**src/rtl/ps2_pkg.sv**
```systemverilog
// Shared PS/2 definitions: host-transmit FSM encoding, command bytes and device responses.
package ps2_pkg;

  typedef enum logic [2:0] {
    ST_IDLE      = 3'd0,
    ST_INHIBIT   = 3'd1,
    ST_START     = 3'd2,
    ST_SEND      = 3'd3,
    ST_ACK       = 3'd4,
    ST_WAIT_IDLE = 3'd5
  } ps2_state_t;

  localparam logic [7:0] CMD_SET_LED = 8'hED;
  localparam logic [7:0] CMD_RESET   = 8'hFF;
  localparam logic [7:0] CMD_ENABLE  = 8'hF4;

  localparam logic [7:0] RSP_ACK     = 8'hFA;
  localparam logic [7:0] RSP_BAT_OK  = 8'hAA;

  // Bits driven on device clock edges after the start bit: 8 data, parity, stop.
  localparam logic [3:0] LAST_BIT_IDX = 4'd9;

  function automatic logic odd_parity(input logic [7:0] b);
    return ~^b;
  endfunction

endpackage

```
**src/rtl/ps2_edge_sync.sv**
```systemverilog
// Two-flop synchronizer with falling-edge detect for the PS/2 clock and data lines.
module ps2_edge_sync (
  input  logic clk_in,
  input  logic rst_in,
  input  logic key_clk,
  input  logic key_data,
  output logic clk_sync,
  output logic data_sync,
  output logic clk_fall,
  output logic data_fall
);

  logic [1:0] raw;
  logic [1:0] sync;
  logic [1:0] fall;

  assign raw = {key_data, key_clk};

  genvar gi;
  generate
    for (gi = 0; gi < 2; gi++) begin : g_line
      logic meta_reg;
      logic sync_reg;
      logic prev_reg;

      // Reset to the idle-high level so leaving reset never looks like an edge.
      always_ff @(posedge clk_in) begin
        if (rst_in) begin
          meta_reg <= 1'b1;
          sync_reg <= 1'b1;
          prev_reg <= 1'b1;
        end else begin
          meta_reg <= raw[gi];
          sync_reg <= meta_reg;
          prev_reg <= sync_reg;
        end
      end

      assign sync[gi] = sync_reg;
      assign fall[gi] = prev_reg & ~sync_reg;
    end
  endgenerate

  assign clk_sync  = sync[0];
  assign data_sync = sync[1];
  assign clk_fall  = fall[0];
  assign data_fall = fall[1];

endmodule

```
**src/rtl/ps2_host_tx.sv**
```systemverilog
// Host-to-device PS/2 transmitter: request-to-send, bit shifting on device clock edges,
// ACK sampling and a frame timeout; all outputs registered.
module ps2_host_tx
  import ps2_pkg::*;
#(
  parameter int INHIBIT_CYCLES = 5000,
  parameter int SETUP_CYCLES   = 100,
  parameter int TIMEOUT_CYCLES = 750000
) (
  input  logic       clk_in,
  input  logic       rst_in,
  input  logic       key_clk,
  input  logic       key_data,
  output logic       ps2_clk_oe,
  output logic       ps2_data_oe,
  input  logic       tx_valid,
  input  logic [7:0] tx_data,
  output logic       tx_ready,
  output logic       busy,
  output logic       done,
  output logic       ack_err,
  output logic       timeout
);

  localparam int PHASE_MAX = (INHIBIT_CYCLES > SETUP_CYCLES) ? INHIBIT_CYCLES : SETUP_CYCLES;
  localparam int PHASE_W   = $clog2(PHASE_MAX + 1);
  localparam int TO_W      = $clog2(TIMEOUT_CYCLES + 1);

  localparam logic [PHASE_W-1:0] INHIBIT_LAST = PHASE_W'(INHIBIT_CYCLES - 1);
  localparam logic [PHASE_W-1:0] SETUP_LAST   = PHASE_W'(SETUP_CYCLES - 1);
  localparam logic [TO_W-1:0]    TO_LAST      = TO_W'(TIMEOUT_CYCLES - 1);

  logic clk_sync;
  logic data_sync;
  logic clk_fall;
  logic data_fall_unused;

  ps2_edge_sync u_sync (
    .clk_in    (clk_in),
    .rst_in    (rst_in),
    .key_clk   (key_clk),
    .key_data  (key_data),
    .clk_sync  (clk_sync),
    .data_sync (data_sync),
    .clk_fall  (clk_fall),
    .data_fall (data_fall_unused)
  );

  ps2_state_t          state_reg, state_next;
  logic [PHASE_W-1:0]  phase_cnt_reg;
  logic [TO_W-1:0]     to_cnt_reg;
  logic [3:0]          bit_cnt_reg;
  logic [9:0]          frame_reg;
  logic                ack_bad_reg;

  logic clk_oe_reg,   clk_oe_next;
  logic data_oe_reg,  data_oe_next;
  logic tx_ready_reg, tx_ready_next;
  logic busy_reg,     busy_next;
  logic done_reg,     done_next;
  logic ack_err_reg,  ack_err_next;
  logic timeout_reg,  timeout_next;

  logic accept;
  logic in_frame;
  logic to_hit;
  logic lines_idle;

  assign accept     = tx_valid & tx_ready_reg;
  assign in_frame   = (state_reg == ST_SEND) || (state_reg == ST_ACK) ||
                      (state_reg == ST_WAIT_IDLE);
  assign to_hit     = in_frame && (to_cnt_reg == TO_LAST);
  assign lines_idle = clk_sync & data_sync;

  always_ff @(posedge clk_in) begin
    if (rst_in) state_reg <= ST_IDLE;
    else        state_reg <= state_next;
  end

  always_comb begin
    state_next = state_reg;
    unique case (state_reg)
      ST_IDLE:      if (accept) state_next = ST_INHIBIT;
      ST_INHIBIT:   if (phase_cnt_reg == INHIBIT_LAST) state_next = ST_START;
      ST_START:     if (phase_cnt_reg == SETUP_LAST) state_next = ST_SEND;
      ST_SEND: begin
        if (to_hit)                                          state_next = ST_IDLE;
        else if (clk_fall && bit_cnt_reg == LAST_BIT_IDX)    state_next = ST_ACK;
      end
      ST_ACK: begin
        if (to_hit)        state_next = ST_IDLE;
        else if (clk_fall) state_next = ST_WAIT_IDLE;
      end
      ST_WAIT_IDLE:  if (to_hit || lines_idle) state_next = ST_IDLE;
      default:       state_next = ST_IDLE;
    endcase
  end

  // Line drives follow the state being entered so every output is a plain register.
  always_comb begin
    clk_oe_next   = (state_next == ST_INHIBIT) || (state_next == ST_START);
    data_oe_next  = 1'b0;
    if (state_next == ST_START) begin
      data_oe_next = 1'b1;
    end else if (state_next == ST_SEND) begin
      if (state_reg != ST_SEND) data_oe_next = 1'b1;
      else if (clk_fall)        data_oe_next = ~frame_reg[bit_cnt_reg];
      else                      data_oe_next = data_oe_reg;
    end
    tx_ready_next = (state_next == ST_IDLE);
    busy_next     = (state_next != ST_IDLE);
    done_next     = (state_reg == ST_WAIT_IDLE) && !to_hit && lines_idle;
    ack_err_next  = done_next & ack_bad_reg;
    timeout_next  = to_hit;
  end

  always_ff @(posedge clk_in) begin
    if (rst_in) begin
      clk_oe_reg   <= 1'b0;
      data_oe_reg  <= 1'b0;
      tx_ready_reg <= 1'b1;
      busy_reg     <= 1'b0;
      done_reg     <= 1'b0;
      ack_err_reg  <= 1'b0;
      timeout_reg  <= 1'b0;
    end else begin
      clk_oe_reg   <= clk_oe_next;
      data_oe_reg  <= data_oe_next;
      tx_ready_reg <= tx_ready_next;
      busy_reg     <= busy_next;
      done_reg     <= done_next;
      ack_err_reg  <= ack_err_next;
      timeout_reg  <= timeout_next;
    end
  end

  always_ff @(posedge clk_in) begin
    if (rst_in) begin
      phase_cnt_reg <= '0;
      to_cnt_reg    <= '0;
      bit_cnt_reg   <= '0;
      frame_reg     <= '0;
      ack_bad_reg   <= 1'b0;
    end else begin
      if (accept) begin
        frame_reg   <= {1'b1, odd_parity(tx_data), tx_data};
        bit_cnt_reg <= '0;
      end else if (state_reg == ST_SEND && clk_fall) begin
        bit_cnt_reg <= bit_cnt_reg + 4'd1;
      end

      if ((state_next == state_reg) &&
          (state_reg == ST_INHIBIT || state_reg == ST_START))
        phase_cnt_reg <= phase_cnt_reg + PHASE_W'(1);
      else
        phase_cnt_reg <= '0;

      // Zero until SEND is entered, then counts every cycle of the frame.
      if (in_frame && state_next != ST_IDLE)
        to_cnt_reg <= to_cnt_reg + TO_W'(1);
      else
        to_cnt_reg <= '0;

      if (state_reg == ST_ACK && clk_fall)
        ack_bad_reg <= data_sync;
    end
  end

  assign ps2_clk_oe  = clk_oe_reg;
  assign ps2_data_oe = data_oe_reg;
  assign tx_ready    = tx_ready_reg;
  assign busy        = busy_reg;
  assign done        = done_reg;
  assign ack_err     = ack_err_reg;
  assign timeout     = timeout_reg;

endmodule
```
**config.mk**
```make
export PLATFORM = sky130hd
export DESIGN_NAME = ps2_host_tx
export DESIGN_NICKNAME = d
export VERILOG_FILES = /design/src/rtl/ps2_pkg.sv /design/src/rtl/ps2_edge_sync.sv /design/src/rtl/ps2_host_tx.sv
export SDC_FILE = /design/constraint.sdc
export NUM_CORES = 1
export LEC_CHECK = 0
export ABC_AREA = 1
export CORE_ASPECT_RATIO = 0.8
export CORE_MARGIN = 2
export CORE_UTILIZATION = 41
export DETAILED_ROUTE_END_ITERATION = 6
export GPL_ROUTABILITY_DRIVEN = 0
export MAX_ROUTING_LAYER = met4
export PLACE_DENSITY_LB_ADDON = 0.05
export REMOVE_ABC_BUFFERS = 1
export SETUP_SLACK_MARGIN = 0.3
export SYNTH_ARGS = -nofsm -noshare
export SYNTH_HDL_FRONTEND = slang
export SYNTH_SLANG_ARGS = --single-unit
```
**constraint.sdc**
```tcl
create_clock -name clk_in -period 1.5 [get_ports clk_in]
set_input_delay 0.3 -clock clk_in [delete_from_list [all_inputs] [get_ports clk_in]]
set_output_delay 0.3 -clock clk_in [all_outputs]
set_load 0.05 [all_outputs]
```
==> impl_results.md, run 1 <==
* Grt total ovfl at 0
* Synth area leaders: dfxtp_1 40%, nand2_1 7.4%, nor2_2 7.1%
* Max Slew Vio Count at 0
* Switching power total at 871 uW
* Worst hold margin at 416 ps
* Die Y at 82.6 microns
* Crit-path cells: ha_4 > nand2_4 > inv_4 > nand2_4 > nor2_4 > a21oi_2 > nor2_2 > nand2_2 > nand2_2 > nand3_4 > nand2_8 > buf_12 > nor2_2
* Post-DP HPWL at 5220 microns
* Port buffer count at 19
* Power Density at 760 nW/um^2
* Startpoint Class: flop
* TritonCTS Buffers at 9
* Post-synth top area share at 0.398
* Layout Cells excl Fill at 649
* Initial antenna violation count at 0
* Status: finished with violations
* Clk pwr share at 0.442
* Final Hold Vio Count at 0
* CP Capture Type: flop
* Largest net degree at the start of global routing at 15
* Sequential share of power at 0.460
* Leakage at 2.04 nW
* Net Sw Frac at 0.230
* Die footprint at 8440 sq um
* Slew HR at 0.712
* CP max-delay cell: dfxtp_2
* CTS sink cnt at 63
* Peak supply drop at 464 uV
* Detailed Route Iter0 Violations at 70
* Final setup viols at 37
* Row cnt at 28
* Clk root buf: clkbuf_8
* CTS tree: built
* Total Wirelength at 7560 microns
* Hold Crit Class: flop to flop
* Reg clk slew, reported paths at 70 ps
* Fin crit period at 1680 ps
* Synth Warn # at 0
* Syn Std Cell Area at 3170 sq um
* Num ports at 20
* Register bit count reported by yosys at 63
* MaxCap Viol Count at 0
* Fill cells at 641
* Post-route ant nets at 0
* RSZ-0062 raised after global routing: yes
* F_max at 0.595 GHz
* Worst path bufs/invs at 2
* Seq/Total Area, Yosys at 0.398
* Slowest Stage Delay on Critical Path at 350 ps
* Pre-antenna DRT Iters at 4
* Die W at 102 microns
* Post-synthesis cell count at 413
* Vias in the first global route at 2691
* Worst skew pair latency at 330 ps
* Max Clock Skew at 7.43 ps
* Part of the power in combinational logic at 0.098
* Least-Margin Pin Slew at 428 ps
* Arrival time worst endpoint at 1910 ps
* GRT Util Overall at 0.197
* TNS Setup at -4870 ps
* Synth area leader: dfxtp_1
* Max FO, Critical Path at 8
* Internal power at 2.92 mW
* Setup WS post-layout at -182 ps
* Vias/cell at 4.49
* Dpl cells at 610
* Starting density of the core at 0.426
* Drt drc at 0
* # nets final at 556
* Delay-heaviest family, CP: simple AND/OR/NAND/NOR gates
* Final cycle utilization of the critical path at 1.12
* Layout overhead on the synthesized area at 57.4%
* Violated checks: negative setup slack
* Cell variety after synth at 35
* Core area at 7430 sq um
* First-pass GRT wire length at 12500 microns
* Max H-tree Level at 3
* Synth Area per Inst at 7.66 sq um
* Setup CP Type: flop to flop
* Vias post-DR at 2914
* Deepest clock path buffer count at 2
* Wire per inst at 11.7 microns
* Max reg flops at 20
* Required time worst endpoint at 1720 ps
* Ant diodes at 0
* Layout cells sized above 1 at 0.491
* CTS Hold Bufs at 0
[worst register-to-register path: stages (launching register included)]
cell	delay (ps)
dfxtp_2	350
ha_4	170
nand2_4	70
inv_4	50
nand2_4	50
nor2_4	100
a21oi_2	80
nor2_2	100
nand2_2	100
nand2_2	110
nand3_4	100
nand2_8	110
buf_12	140
nor2_2	40
[cell families after synthesis]
logic type | count (synthesis) | synth area share
AND/OR/NAND/NOR | 207 | 0.337
XOR/XNOR | 34 | 0.0941
adder cells (fa/ha/maj) | 4 | 0.0158
buffers and inverters | 69 | 0.0913
flip-flops | 63 | 0.398
AO/OA/AOI/OAI | 36 | 0.0632
[layout make-up]
| cell class | instances | area (sq um) | share of cell area |
|---|---|---|---|
| Inverter | 61 | 239 | 0.0480 |
| Tap cell | 105 | 131 | 0.0264 |
| Clock buffer | 13 | 159 | 0.0319 |
| Clock inverter | 3 | 65.1 | 0.0131 |
| Sequential cell | 63 | 1290 | 0.258 |
| Timing Repair Buffer | 122 | 1150 | 0.230 |
| Multi-Input combinational cell | 282 | 1960 | 0.392 |
[placed cells by master, fill, tap and decap left out, types with 3 or more instances in the layout]
cell	Yosys	routed
nand2_1	62	50
nor3b_2	0	3
clkbuf_8	0	11
xnor2_1	12	12
nand3_2	7	8
buf_12	0	9
buf_6	4	18
nor3_1	6	5
nand2_2	7	13
nand2_4	0	5
clkdlybuf4s50_1	0	12
nor2_2	36	41
a21oi_1	13	12
nand3_1	19	15
o21ai_0	15	11
inv_4	0	4
inv_2	4	11
xor2_1	22	20
dfxtp_1	63	44
nor2_4	1	10
inv_1	56	46
nand4_1	6	6
buf_4	0	82
nand3_4	1	4
nor2_1	47	33
dfxtp_2	0	18
or2_2	4	4
[Yosys cell counts, drive strengths merged]
cell type	instances
ha	4
nor2	84
dfxtp	63
xnor2	12
or2	4
o211ai	2
inv	60
nand3b	3
clkbuf	3
xor2	22
a31o	1
nor4	3
nand4	6
clkinv	1
nor3b	3
buf	5
a21oi	14
nor3	8
o31ai	1
a211oi	1
a31oi	2
nand3	27
o21ai	15
nand2	69
[power by group through the flow]
stage	clock network [mW]	registers (mW)	logic [mW]
finish	1.67	1.74	0.373
global route	1.81	1.74	0.407
CTS	1.73	1.74	0.361
detailed placement	0	1.78	0.324
global placement	0	1.78	0.322
floorplan	0	1.80	0.146
[timing repair]
item	CTS	global route
pin swaps	27	27
setup endpoints to repair	47	51
buffers inserted	13	8
gates resized for setup	69	61
gates cloned	2	0
[metal layers]
metal  global-route usage  part of all wire
met1                0.280              0.52
met2                0.278              0.43
met3               0.0488             0.034
met4               0.0533            0.0098
met5                    -                 0
[metrics by stage]
stage               area [sq um]  power [mW]   util  setup slack [ps]
finish                      4980        3.79  0.671              -182
detailed placement          4130        2.10  0.556              -296
global placement            4130        2.10  0.556              -279
floorplan                   3110        1.95      -              -551
global route                4980        3.96  0.671              -299
CTS                         4710        3.83  0.634              -233
[worst paths after layout]
| check | start | end | slack, ps | cells after the start |
|---|---|---|---|---|
| max | phase_cnt_reg[0] | to_cnt_reg[13] | -180 | 13 |
| min | u_sync.g_line[1].meta_reg | u_sync.data_sync | 420 | 1 |
| max reg2reg | phase_cnt_reg[0] | to_cnt_reg[13] | -180 | 13 |
| min reg2reg | u_sync.g_line[1].meta_reg | u_sync.data_sync | 420 | 1 |
No activity file was read; power rests on OpenSTA's default activity.
==> run 2, diff against run 1 <==
--- a/config.mk
+++ b/config.mk
@@ -7,12 +7,12 @@
 export LEC_CHECK = 0
 export ABC_AREA = 1
 export CORE_ASPECT_RATIO = 0.8
-export CORE_MARGIN = 2
+export CORE_MARGIN = 4
 export CORE_UTILIZATION = 41
 export DETAILED_ROUTE_END_ITERATION = 6
 export GPL_ROUTABILITY_DRIVEN = 0
 export MAX_ROUTING_LAYER = met4
-export PLACE_DENSITY_LB_ADDON = 0.05
+export PLACE_DENSITY_LB_ADDON = 0.08
 export REMOVE_ABC_BUFFERS = 1
 export SETUP_SLACK_MARGIN = 0.3
 export SYNTH_ARGS = -nofsm -noshare
==> run 2 against run 1 <==
Net effect: the flow still finishes with violations (negative setup slack); via count down 0.89%; non-clock buffer count shrank 7; largest power group unchanged; critical path type unchanged; critical endpoint is now to_cnt_reg[18]; register-to-register slack improved by 40 ps; final area down 3.8%; sequential cell count did not move; wire length is 1.4% lower; sequential power hardly changed; setup slack improved by 39 ps; largest cell class unchanged; sequential share of layout area rose by 0.88 points.
==> impl_results.md, run 2 (synthesized netlist as in run 1, its figures left out) <==
* MaxCap Viol Count at 0 (unchanged)
* Core area at 7460 sq um (+0.47%)
* GRT Util Overall at 0.178 (-0.0193)
* Total Wirelength at 7460 microns (-1.4%)
* Leakage at 1.95 nW (-4.3%)
* Area of the multi-input gates at 1890 sq um (-3.3%)
* Post-route ant nets at 0 (unchanged)
* Final Hold Vio Count at 0 (unchanged)
* Die W at 106 microns (+3.9%)
* Drt drc at 0 (unchanged)
* Vias/cell at 4.50 (+0.19%)
* Internal power at 2.81 mW (-3.5%)
* Slew HR at 0.760 (+0.0479)
* Fill cells at 663 (+3.4%)
* Layout Cells excl Fill at 642 (-1.1%)
* Worst path bufs/invs at 1 (-1)
* Starting density of the core at 0.424 (-0.00200)
* TNS Setup at -3850 ps (+1020 ps)
* Layout cells sized above 1 at 0.449 (-0.0420)
* Max reg flops at 20 (unchanged)
* CTS sink cnt at 63 (unchanged)
* Reg clk slew, reported paths at 70 ps (about the same)
* Commonest non-fill, non-tap cell in the layout: buf_4
* Detailed Route Iter0 Violations at 68 (-2.9%)
* Dpl cells at 609 (-0.16%)
* Deepest clock path buffer count at 2 (unchanged)
* F_max at 0.609 GHz (+2.4%)
* Least-Margin Pin Slew at 357 ps (-71.6 ps)
* RSZ-0062 raised after global routing: yes
* Arrival time worst endpoint at 1870 ps (-40 ps)
* Crit-path cells: ha_4 > nand3_4 > nor3_4 > nand2_2 > buf_4 > nor3_1 > xnor2_1 > nor2_2
* Fin crit period at 1640 ps (-39.3 ps)
* Switching power total at 870 uW (about the same)
* Initial antenna violation count at 0 (unchanged)
* Grt total ovfl at 0 (unchanged)
* Peak supply drop at 529 uV (+14%)
* Post-DP HPWL at 5160 microns (-1.2%)
* Clk pwr share at 0.417 (-0.025)
* Layout overhead on the synthesized area at 51.5%
* Hold Crit Class: flop to flop
* Die footprint at 9200 sq um (+8.9%)
* Final cycle utilization of the critical path at 1.10 (-0.0262)
* Hold Path Cell Cnt at 1 (unchanged)
* Sequential share of power at 0.474 (+0.014)
* CTS Hold Bufs at 0 (unchanged)
* Die Y at 86.6 microns (+4.8%)
* Part of the power in combinational logic at 0.109 (+0.011)
* Worst Reg2Reg Path Length in Cells at 8 (-5)
* Max H-tree Level at 3 (unchanged)
* Crit path depth at 8 (-5)
* Startpoint Class: flop
* Pre-antenna DRT Iters at 4 (unchanged)
* Violated checks: negative setup slack
* Most frequent cells in the layout: 83 x buf_4, 51 x dfxtp_1, 50 x inv_1, 49 x nand2_1, 38 x nor2_1
* Clk root buf: clkbuf_8
* CP Capture Type: flop
* Max Slew Vio Count at 0 (unchanged)
* TritonCTS Buffers at 9 (unchanged)
* Max FO, Critical Path at 4 (-4)
* Slowest Stage Delay on Critical Path at 350 ps (about the same)
* Worst skew pair latency at 340 ps (about the same)
* Setup CP Type: flop to flop
* Largest net degree at the start of global routing at 15 (unchanged)
* Power, Total at 3.69 mW (-2.7%)
* Vias in the first global route at 2866 (+6.5%)
* Power Density at 768 nW/um^2 (+1.1%)
* Required time worst endpoint at 1730 ps (about the same)
* Row cnt at 28 (unchanged)
* # nets final at 549 (-1.3%)
* CTS tree: built
* Sequential cell area at 1280 sq um (-0.49%)
* Worst reg2reg setup slack at -140 ps (+40 ps)
* Vias post-DR at 2888 (-0.89%)
* Setup WS post-layout at -143 ps (+39.3 ps)
* Pre-CTS setup slack at -262 ps (+33.5 ps)
* First-pass GRT wire length at 12700 microns (+2.0%)
* Num ports at 20 (unchanged)
* CP max-delay cell: dfxtp_2
* Final setup viols at 37 (unchanged)
* Port buffer count at 19 (unchanged)
* Wire per inst at 11.6 microns (-0.34%)
* Core Util, Final at 0.643 (-0.0283)
* Max Clock Skew at 9.14 ps (+1.71 ps)
* Net Sw Frac at 0.236 (+0.00622)
* Ant diodes at 0 (unchanged)
* Delay-heaviest family, CP: simple AND/OR/NAND/NOR gates
* Status: finished with violations
[run 2: cell types whose count changed in the layout (fill, tap and decap cells not counted), moves of 3 or more]
cell | previous run | this run
nor2_1 | 33 | 38
inv_4 | 4 | 1
dfxtp_1 | 44 | 51
nor2_2 | 41 | 37
buf_6 | 18 | 11
dfxtp_2 | 18 | 10
nand2_2 | 13 | 16
inv_1 | 46 | 50
[run 2: final cells by class]
class,instances,share of cell area
clock inverter,3,0.00835
sequential,63,0.267
multi-input combinational,282,0.394
inverter,61,0.0485
tap,105,0.0274
clock buffer,13,0.0352
timing repair buffer,115,0.219
[run 2: timing repair]
action	in CTS	in global routing
endpoints found under the setup margin	46	51
gates cloned	0	2
resized for setup	53	43
pin swaps	11	6
buffers inserted	8	7
[run 2: worst paths after layout]
kind	start	endpoint
worst max register to register	to_cnt_reg[0]	to_cnt_reg[18]
worst max-delay path	to_cnt_reg[0]	to_cnt_reg[18]
worst min-delay path	u_sync.g_line[0].meta_reg	u_sync.clk_sync
worst min register to register	u_sync.g_line[0].meta_reg	u_sync.clk_sync
[run 2: metal layers]
layer  GRT usage  wire length [microns]
met1       0.238                   3790
met2       0.260                   3340
met3      0.0462                    230
met4      0.0624                     99
met5           -                      0
[run 2: through the flow]
stage / instance area, sq um / hold WS (ps)
after floorplan: 3110 / 369
after global placement: 4110 / 402
after detailed placement: 4110 / 400
after CTS: 4550 / 435
after global routing: 4800 / 441
final: 4800 / 424
[run 2: power by group through the flow]
| stage | clock [mW] | sequential, mW | combinational (mW) |
|---|---|---|---|
| global placement | 0 | 1.78 | 0.330 |
| global route | 1.68 | 1.75 | 0.440 |
| detailed placement | 0 | 1.78 | 0.332 |
| floorplan | 0 | 1.80 | 0.146 |
| CTS | 1.58 | 1.74 | 0.362 |
| finish | 1.54 | 1.75 | 0.401 |
